--- config.mk ---
export PLATFORM = sky130hd
export DESIGN_NAME = pixel_frame_packer
export DESIGN_NICKNAME = d
export VERILOG_FILES = /design/src/rtl/pixel_pkg.sv /design/src/rtl/pixel_sync_fifo.sv /design/src/rtl/pixel_frame_packer.sv
export SDC_FILE = /design/constraint.sdc
export NUM_CORES = 1
export LEC_CHECK = 0
export CORE_MARGIN = 2
export CORE_UTILIZATION = 52
export CTS_BUF_LIST = sky130_fd_sc_hd__clkbuf_2 sky130_fd_sc_hd__clkbuf_4 sky130_fd_sc_hd__clkbuf_8
export CTS_CLUSTER_DIAMETER = 150
export CTS_CLUSTER_SIZE = 14
export DETAILED_ROUTE_END_ITERATION = 8
export DONT_BUFFER_PORTS = 1
export PLACE_DENSITY = 0.67
export SLEW_MARGIN = 20
export SYNTH_ARGS = -nofsm -noshare
export SYNTH_HDL_FRONTEND = slang
export SYNTH_SLANG_ARGS = --single-unit
--- constraint.sdc ---
create_clock -name clk -period 2.6 [get_ports clk]
set_clock_uncertainty 0.15 [all_clocks]
set_input_delay 0.78 -clock clk [delete_from_list [all_inputs] [get_ports clk]]
set_output_delay 0.78 -clock clk [all_outputs]
set_load 0.02 [all_outputs]
--- src/rtl/pixel_pkg.sv ---
// pixel_pkg: shared pixel-stream constants, clog2 helper and frame marker bit indices
package pixel_pkg;

    localparam int PIX_DATA_W = 8;
    localparam int PIX_IMG_W  = 8;
    localparam int PIX_IMG_H  = 8;

    localparam int MARK_SOF = 0;
    localparam int MARK_EOL = 1;
    localparam int MARK_EOF = 2;

    function automatic int clog2(input int v);
        int r;
        r = 0;
        for (int x = v - 1; x > 0; x = x >> 1) r++;
        return r;
    endfunction

endpackage

--- src/rtl/pixel_sync_fifo.sv ---
// pixel_sync_fifo: first-word-fall-through synchronous FIFO with separately tracked occupancy
module pixel_sync_fifo
    import pixel_pkg::*;
#(
    parameter int DATA_W     = PIX_DATA_W,
    parameter int FIFO_DEPTH = 4
) (
    input  logic                         clk,
    input  logic                         rst,
    input  logic                         push,
    input  logic                         pop,
    input  logic [DATA_W-1:0]            din,
    output logic [DATA_W-1:0]            dout,
    output logic                         full,
    output logic                         empty,
    output logic [clog2(FIFO_DEPTH):0]   level
);

    localparam int AW = clog2(FIFO_DEPTH);
    localparam logic [AW:0] DEPTH_L = (AW + 1)'(FIFO_DEPTH);

    logic [DATA_W-1:0] mem [FIFO_DEPTH];
    logic [AW-1:0]     wr_ptr;
    logic [AW-1:0]     rd_ptr;

    assign full  = level == DEPTH_L;
    assign empty = level == '0;
    assign dout  = empty ? '0 : mem[rd_ptr];

    // pointers wrap naturally; level keeps full and empty distinct
    always_ff @(posedge clk or negedge rst) begin
        if (!rst) begin
            wr_ptr <= '0;
            rd_ptr <= '0;
            level  <= '0;
        end else begin
            if (push) wr_ptr <= wr_ptr + 1'b1;
            if (pop) rd_ptr <= rd_ptr + 1'b1;
            level <= level + (AW + 1)'(push) - (AW + 1)'(pop);
        end
    end

    // storage needs no reset: dout is masked while empty
    always_ff @(posedge clk) begin
        if (push) mem[wr_ptr] <= din;
    end

endmodule

--- src/rtl/pixel_frame_packer.sv ---
// pixel_frame_packer: buffers a no-backpressure pixel stream and re-emits it ready/valid with sof/eol/eof
// Optional PIXEL_FRAME_PACKER_CHECKSUM_EN adds a per-frame 16-bit pixel sum on port checksum.
module pixel_frame_packer
    import pixel_pkg::*;
#(
    parameter int DATA_W     = PIX_DATA_W,
    parameter int IMG_W      = PIX_IMG_W,
    parameter int IMG_H      = PIX_IMG_H,
    parameter int FIFO_DEPTH = 4
) (
    input  logic                         clk,
    input  logic                         rst,
    input  logic [DATA_W-1:0]            pixel_in,
    input  logic                         valid_in,
    input  logic                         ready_in,
    output logic [DATA_W-1:0]            pixel_out,
    output logic                         valid_out,
    output logic                         sof,
    output logic                         eol,
    output logic                         eof,
    output logic                         frame_done,
    output logic                         overflow,
    output logic [clog2(FIFO_DEPTH):0]   level
`ifdef PIXEL_FRAME_PACKER_CHECKSUM_EN
    ,
    output logic [15:0]                  checksum
`endif
);

    localparam int CW = clog2(IMG_W + 1);
    localparam int RW = clog2(IMG_H + 1);

    logic          full;
    logic          empty;
    logic          push;
    logic          pop;
    logic          last_col;
    logic          last_row;
    logic [2:0]    mark;
    logic [CW-1:0] col;
    logic [RW-1:0] row;

    assign valid_out = !empty;
    assign pop       = valid_out && ready_in;
    assign push      = valid_in && (!full || pop);

    assign last_col       = col == CW'(IMG_W - 1);
    assign last_row       = row == RW'(IMG_H - 1);
    assign mark[MARK_SOF] = col == '0 && row == '0;
    assign mark[MARK_EOL] = last_col;
    assign mark[MARK_EOF] = last_col && last_row;
    assign sof            = mark[MARK_SOF];
    assign eol            = mark[MARK_EOL];
    assign eof            = mark[MARK_EOF];

    pixel_sync_fifo #(
        .DATA_W     (DATA_W),
        .FIFO_DEPTH (FIFO_DEPTH)
    ) u_fifo (
        .clk   (clk),
        .rst   (rst),
        .push  (push),
        .pop   (pop),
        .din   (pixel_in),
        .dout  (pixel_out),
        .full  (full),
        .empty (empty),
        .level (level)
    );

    // frame position advances only on a transferred beat
    always_ff @(posedge clk or negedge rst) begin
        if (!rst) begin
            col <= '0;
            row <= '0;
        end else if (pop) begin
            col <= last_col ? '0 : col + 1'b1;
            if (last_col) row <= last_row ? '0 : row + 1'b1;
        end
    end

    // sticky drop flag and end-of-frame pulse
    always_ff @(posedge clk or negedge rst) begin
        if (!rst) begin
            overflow   <= 1'b0;
            frame_done <= 1'b0;
        end else begin
            overflow   <= overflow | (valid_in && full && !pop);
            frame_done <= pop && eof;
        end
    end

`ifdef PIXEL_FRAME_PACKER_CHECKSUM_EN
    logic [15:0] acc;

    // running frame sum, published and cleared on the eof beat
    always_ff @(posedge clk or negedge rst) begin
        if (!rst) begin
            acc      <= '0;
            checksum <= '0;
        end else if (pop) begin
            if (eof) begin
                checksum <= acc + 16'(pixel_out);
                acc      <= '0;
            end else begin
                acc <= acc + 16'(pixel_out);
            end
        end
    end
`endif

endmodule

==> flow_summary.ini, run 1 <==
[clock_network]
cts_sinks = 49
worstSkewPairLatency_ns = 0.29
cts_buffer_depth = 2
cts_made_buffers = 5
cts_tree = yes
cts_setup_buffers = 0
htree_levels = 2
cts_root_buf = clkbuf_8
path_clk_slew_ns = 0.09

[drt]
drt-met1-wl_microns = 1510
met2_length_microns = 1640
highest_layer = met4
first_pass_iters = 4
viasPerCell = 5.23
drt-initial-drc-count = 58
wl_met3_microns = 140
vias = 1067
ant_nets = 0
wl_per_cell_microns = 16.4
drc = 0
wl_microns = 3340

[die]
die-area_sq_um = 4650
io_pins = 29
core_area_sq_um = 3970
die_h_microns = 68.2
start_util_pct = 53.9
num_rows = 23
fp.dieW_microns = 68.2

[synth]
synth_most_common_cell = edfxtp_1
synth_nets = 157
syn_area_sq_um = 2140
synth_cell_types = 30
synthTopCellsByArea = edfxtp_1 (45%), dfrtp_1 (20%), mux4_2 (8.4%), ha_1 (5.8%), xnor2_1 (2.5%)
ys_async_sr_fraction_pct = 34.7
synth.avg_cell_area_sq_um = 16.0
ys_top_cells_by_count = edfxtp_1 (32), dfrtp_1 (17), inv_1 (12)
ys_seq_area_share_pct = 64.7
synthCells = 134
synth_warnings = 0
synth-seq-cells = 49
netlist.area_leader.share_pct = 44.9
synth_edf_count = 32
yosysTopAreaCell = edfxtp_1
synthFlopType = edfxtp_1

[run]
maxCapViolations = 0

[power]
cellPowerDensity_nw_per_um2 = 1230
irDropWorstVdd_uv = 565
p_leak_nw = 0.971

[placement]
io_buffers = 0
place_congestion = 0.736
hpwl_microns = 2370

[layout]
drive_gt1_share_pct = 27.9
final_nets = 176
fillCellCount = 311
diodes = 0
fin_util_pct = 61.8
area_growth_pct = 14.5

[grt]
grt_pass1_wl_microns = 5200
grt_pass1_vias = 1069
grt-ovfl-total = 0
grt_use_total_pct = 16.3
antenna_found_initial = 0
grt_max_degree = 18

[worst_setup_path]
critPathRequiredTime_ns = 1.67
criticalPathCategory = flip-flop to primary output
r2r_cells = 8
worstPathArrival_ns = 1.62
crit_fanout = 9
worstSetupEndpointType = primary output
startpoint_type = flip-flop

[timing]
finalCriticalPeriod_ns = 2.55
tightestPinTransition_ns = 0.457
slew_headroom_pct = 69.5
max_freq_ghz = 0.392
rsz0062_at_grt = yes
setup_viol = 0
fin_tns_setup_ns = 0
fin_crit_sh_pct = 98.2
finalHoldViolations = 0
slew_violations = 0

[min_path]
hold_path.class = input port to asynchronous set/reset pin

[outcome]
outcome = complete, no violations
worst max-delay path: stages, from the launching register on:
cell and delay, ns:
dfrtp_1 0.38, buf_12 0.15, mux4_2 0.49, nor2b_1 0.15, buf_4 0.15
through the flow:
stage | instances | hold WS, ns | total power [W] | worst slack (ns) | instance area (sq um)
floorplan | 134 | 0.334 | 0.00203 | 0.192 | 2140
global placement | 195 | 0.335 | 0.00234 | 0.274 | 2290
detailed placement | 195 | 0.335 | 0.00240 | 0.209 | 2290
CTS | 203 | 0.00717 | 0.00304 | 0.0166 | 2430
global route | 204 | 0.00463 | 0.00322 | -0.0270 | 2450
finish | 204 | 0.0251 | 0.00302 | 0.0458 | 2450
cell usage in the layout, fill, tap and decap left out:
cell type	n
edfxtp_1	32
dfrtp_1	17
buf_4	13
inv_1	12
ha_1	10
mux4_2	8
nor2b_1	6
xnor2_1	6
nand2_1	6
clkbuf_8	5
and2_2	4
nor3_1	3
and2b_1	3
nor2_1	3
mux2_2	3
nand3b_1	2
o21ai_0	2
nand3_1	2
bufinv_16	2
o31ai_4	1
inv_2	1
nor4b_2	1
xor2_1	1
nor2_2	1
a21o_2	1
nor4_1	1
and3_1	1
nand4_1	1
mux2_4	1
mux2i_1	1
fa_1	1
inv_6	1
dlygate4sd3_1	1
buf_12	1
power by group:
group / internal, W / total (W) / leakage [nW] / switching [W]
clock: 0.000387 / 0.000630 / 0.0687 / 0.000243
sequential: 0.00106 / 0.00123 / 0.498 / 0.000171
combinational: 0.000560 / 0.00116 / 0.404 / 0.000599
final cells by class:
type	instances	area [sq um]	area share, %
Inverter	13	48.8	1.99
Timing Repair Buffer	15	128	5.20
Clock buffer	5	68.8	2.81
Clock inverter	3	68.8	2.81
Sequential cell	49	1390	56.5
Multi-Input combinational cell	69	689	28.1
Tap cell	50	62.6	2.55
flip-flops by register name, indices dropped and copies added (netlist names):
register / cells
u_fifo.mem: 32
col: 4
row: 4
u_fifo.level: 3
u_fifo.rd_ptr: 2
u_fifo.wr_ptr: 2
frame_done: 1
overflow: 1
layer usage:
metal | vias up | track usage [%]
li1 | 510 | -
met3 | 4 | 4.93
met2 | 19 | 24.9
met4 | 0 | 6.75
met5 | - | 0
met1 | 534 | 21.9
cell families (layout without fill, tap and decap cells):
group	after synthesis	in the layout	share of synthesized area [%]
xor gates and xnor gates	7	7	2.86
DFF	49	49	64.7
buffers and inverters	16	36	3.21
AOI/OAI and AO/OA	4	4	1.87
adders and majority gates	11	11	6.78
and+or+nand+nor	34	34	9.40
muxes	13	13	11.2
what timing repair did:
action                                 in CTS  in global routing
cloned                                      0                  0
hold buffers                                0                  1
endpoints found under the hold margin       0                 10
setup endpoints to repair                   3                  6
gates resized for setup                     1                  3
worst paths after layout:
| check | startpoint | end | slack (ns) |
|---|---|---|---|
| setup / recovery | u_fifo.rd_ptr[0]$_DFFE_PN0P_ | pixel_out[2] | 0.05 |
| hold / removal | rst | u_fifo.wr_ptr[1]$_DFFE_PN0P_ | 0.03 |
| setup reg to reg | u_fifo.level[0]$_DFF_PN0_ | u_fifo.level[2]$_DFF_PN0_ | 0.29 |
| hold reg to reg | row[2]$_DFFE_PN0P_ | row[2]$_DFFE_PN0P_ | 0.39 |
| max in group asynchronous | rst | col[1]$_DFFE_PN0P_ | 1.28 |
| min in group clk | row[2]$_DFFE_PN0P_ | row[2]$_DFFE_PN0P_ | 0.39 |
Note: power is estimated with default switching activity, not from simulation.
==> run 2: changes to the inputs <==
CAP_MARGIN = 20   (was not set)
==> results of run 2 <==
No change in the layout: final DEF, timing and power equal those of run 1.
==> run 3: changes to the inputs <==
CORE_ASPECT_RATIO = 0.7   (was not set)
HOLD_SLACK_MARGIN = 0.15   (was not set)
==> run 3 against run 2 <==
Compared with the run above: die area grew 0.18%; final cell count grew 1.5%; utilization increased by 0.23 points; combinational power grew 9%; maximum frequency rose by 0.14%; global-route usage increased by 1.6 points; non-clock buffer count is 1 higher; total power is 3.3% lower; count of clock-buffer cells in the layout unchanged; critical path depth unchanged.
==> flow_summary.ini, run 3 (synthesized netlist as in run 1, its figures left out) <==
[layout]
fillCellCount = 294
final_common_cell = edfxtp_1
fin_util_pct = 62.0
multi_input_area_sq_um = 706
diodes = 0
largestRegisters = u_fifo.mem x32, col x4, row x4
regMostFlops = u_fifo.mem
drive_gt1_share_pct = 29.0
final_cell_mix = edfxtp_1 (32), dfrtp_1 (15), inv_1 (12)
largest_reg_flops = 32
area_growth_pct = 14.2
layout.cells.non_filler = 207
layout.area.seq_sq_um = 1390
final_nets = 177

[power]
irDropWorstVdd_uv = 684
power_frac_comb_pct = 43.1
intPower_w = 0.00186
cellPowerDensity_nw_per_um2 = 1200
p_leak_nw = 0.966
seqPwrFrac_pct = 42.7
p_switching_w = 0.00106
p_clk_share_pct = 14.2
switching_share_pct = 36.3

[placement]
io_buffers = 0
hpwl_microns = 2610
dpl_worst_slack_ns = 0.170
place_congestion = 0.754
dp.cells = 196

[die]
die-area_sq_um = 4660
io_pins = 29
die_h_microns = 57.7
start_util_pct = 54.3
fp.dieW_microns = 80.7
core_area_sq_um = 3950
num_rows = 19

[timing]
setup_slack_ns = 0.0493
slew_headroom_pct = 46.8
tightestPinTransition_ns = 0.795
fin_crit_sh_pct = 98.1
max_freq_ghz = 0.392
finalHoldViolations = 0
finalCriticalPeriod_ns = 2.55
slew_violations = 0
setup_viol = 0
rsz0062_at_grt = yes

[drt]
first_pass_iters = 4
wl_per_cell_microns = 18.5
vias = 1122
wl_microns = 3840
drt-initial-drc-count = 69
ant_nets = 0
viasPerCell = 5.42
drc = 0

[grt]
grt_pass1_vias = 1181
grt_max_degree = 18
grt_use_total_pct = 17.9
grt-ovfl-total = 0
grt_busiest_layer = met2
grtUsageMet2_pct = 28.7
antenna_found_initial = 0
use_met1_pct = 22.1
use_met3_pct = 5.61
grt_pass1_wl_microns = 5780

[worst_setup_path]
critical_path.cell_chain = buf_12 -> mux4_2 -> nor2b_1 -> buf_4
critical_path_buf_inv_count = 2
max_stage_delay_ns = 0.48
worstSetupEndpointType = primary output
cpMaxStageDelayCell = mux4_2
critPathRequiredTime_ns = 1.67
worst_path_dominant_cell_family = multiplexers
crit_fanout = 5
startpoint_type = flip-flop
criticalPathCategory = flip-flop to primary output
worstPathArrival_ns = 1.62

[clock_network]
cts_root_buf = clkbuf_8
cts_sinks = 49
cts_buffer_depth = 2
path_clk_slew_ns = 0.08
worstSkewPairLatency_ns = 0.30
htree_levels = 2
cts_made_buffers = 5
cts_tree = yes
cts_setup_buffers = 0

[run]
maxCapViolations = 0

[min_path]
hold_path.class = flip-flop to flip-flop

[outcome]
outcome = complete, no violations
-- run 3: power groups by stage --
| stage | sequential [W] | clock, W | combinational (W) |
|---|---|---|---|
| CTS | 0.00124 | 0.000428 | 0.00119 |
| detailed placement | 0.00126 | 0 | 0.00118 |
| finish | 0.00125 | 0.000415 | 0.00126 |
| floorplan | 0.00123 | 0 | 0.000799 |
| global placement | 0.00124 | 0 | 0.00111 |
| global route | 0.00128 | 0.000455 | 0.00138 |
-- run 3: per-layer routing --
layer	vias up	wire (microns)
met5	-	0
met4	0	85
met3	7	197
met2	21	1890
met1	581	1670
li1	513	-
-- run 3: path summary, 6_finish.rpt --
check | slack, ns | to | from | cells past startpoint
max in group asynchronous | 0.90 | u_fifo.rd_ptr[0]$_DFFE_PN0P_ | rst | 1
worst min register to register | 0.37 | row[2]$_DFFE_PN0P_ | row[2]$_DFFE_PN0P_ | 1
min in group asynchronous | 0.85 | frame_done$_DFF_PN0_ | rst | 1
worst min-delay path | 0.37 | row[2]$_DFFE_PN0P_ | row[2]$_DFFE_PN0P_ | 1
worst max-delay path | 0.05 | pixel_out[6] | u_fifo.rd_ptr[0]$_DFFE_PN0P_ | 4
worst max register to register | 0.24 | u_fifo.level[2]$_DFF_PN0_ | u_fifo.level[0]$_DFF_PN0_ | 8
-- run 3: cell type report --
type / count / area share, %
Clock buffer: 5 / 2.81
Clock inverter: 3 / 0.512
Inverter: 13 / 1.99
Multi-Input combinational cell: 69 / 28.8
Sequential cell: 49 / 56.8
Tap cell: 52 / 2.66
Timing Repair Buffer: 16 / 6.39
-- run 3: what timing repair did --
action | CTS | global route
endpoints found under the hold margin | 17 | 0
hold buffers | 1 | 0
gates resized for setup | 0 | 10
endpoints found under the setup margin | 0 | 7
-- run 3: metrics by stage --
stage / instance area, sq um / total power [W] / setup TNS, ns / hold WS (ns)
2_1_floorplan: 2140 / 0.00203 / 0 / 0.334
3_3_place_gp: 2300 / 0.00235 / 0 / 0.335
3_5_place_dp: 2300 / 0.00244 / 0 / 0.335
4_1_cts: 2390 / 0.00286 / 0 / 0.377
5_1_grt: 2450 / 0.00311 / -0.0166 / 0.404
6_report: 2450 / 0.00292 / 0 / 0.370
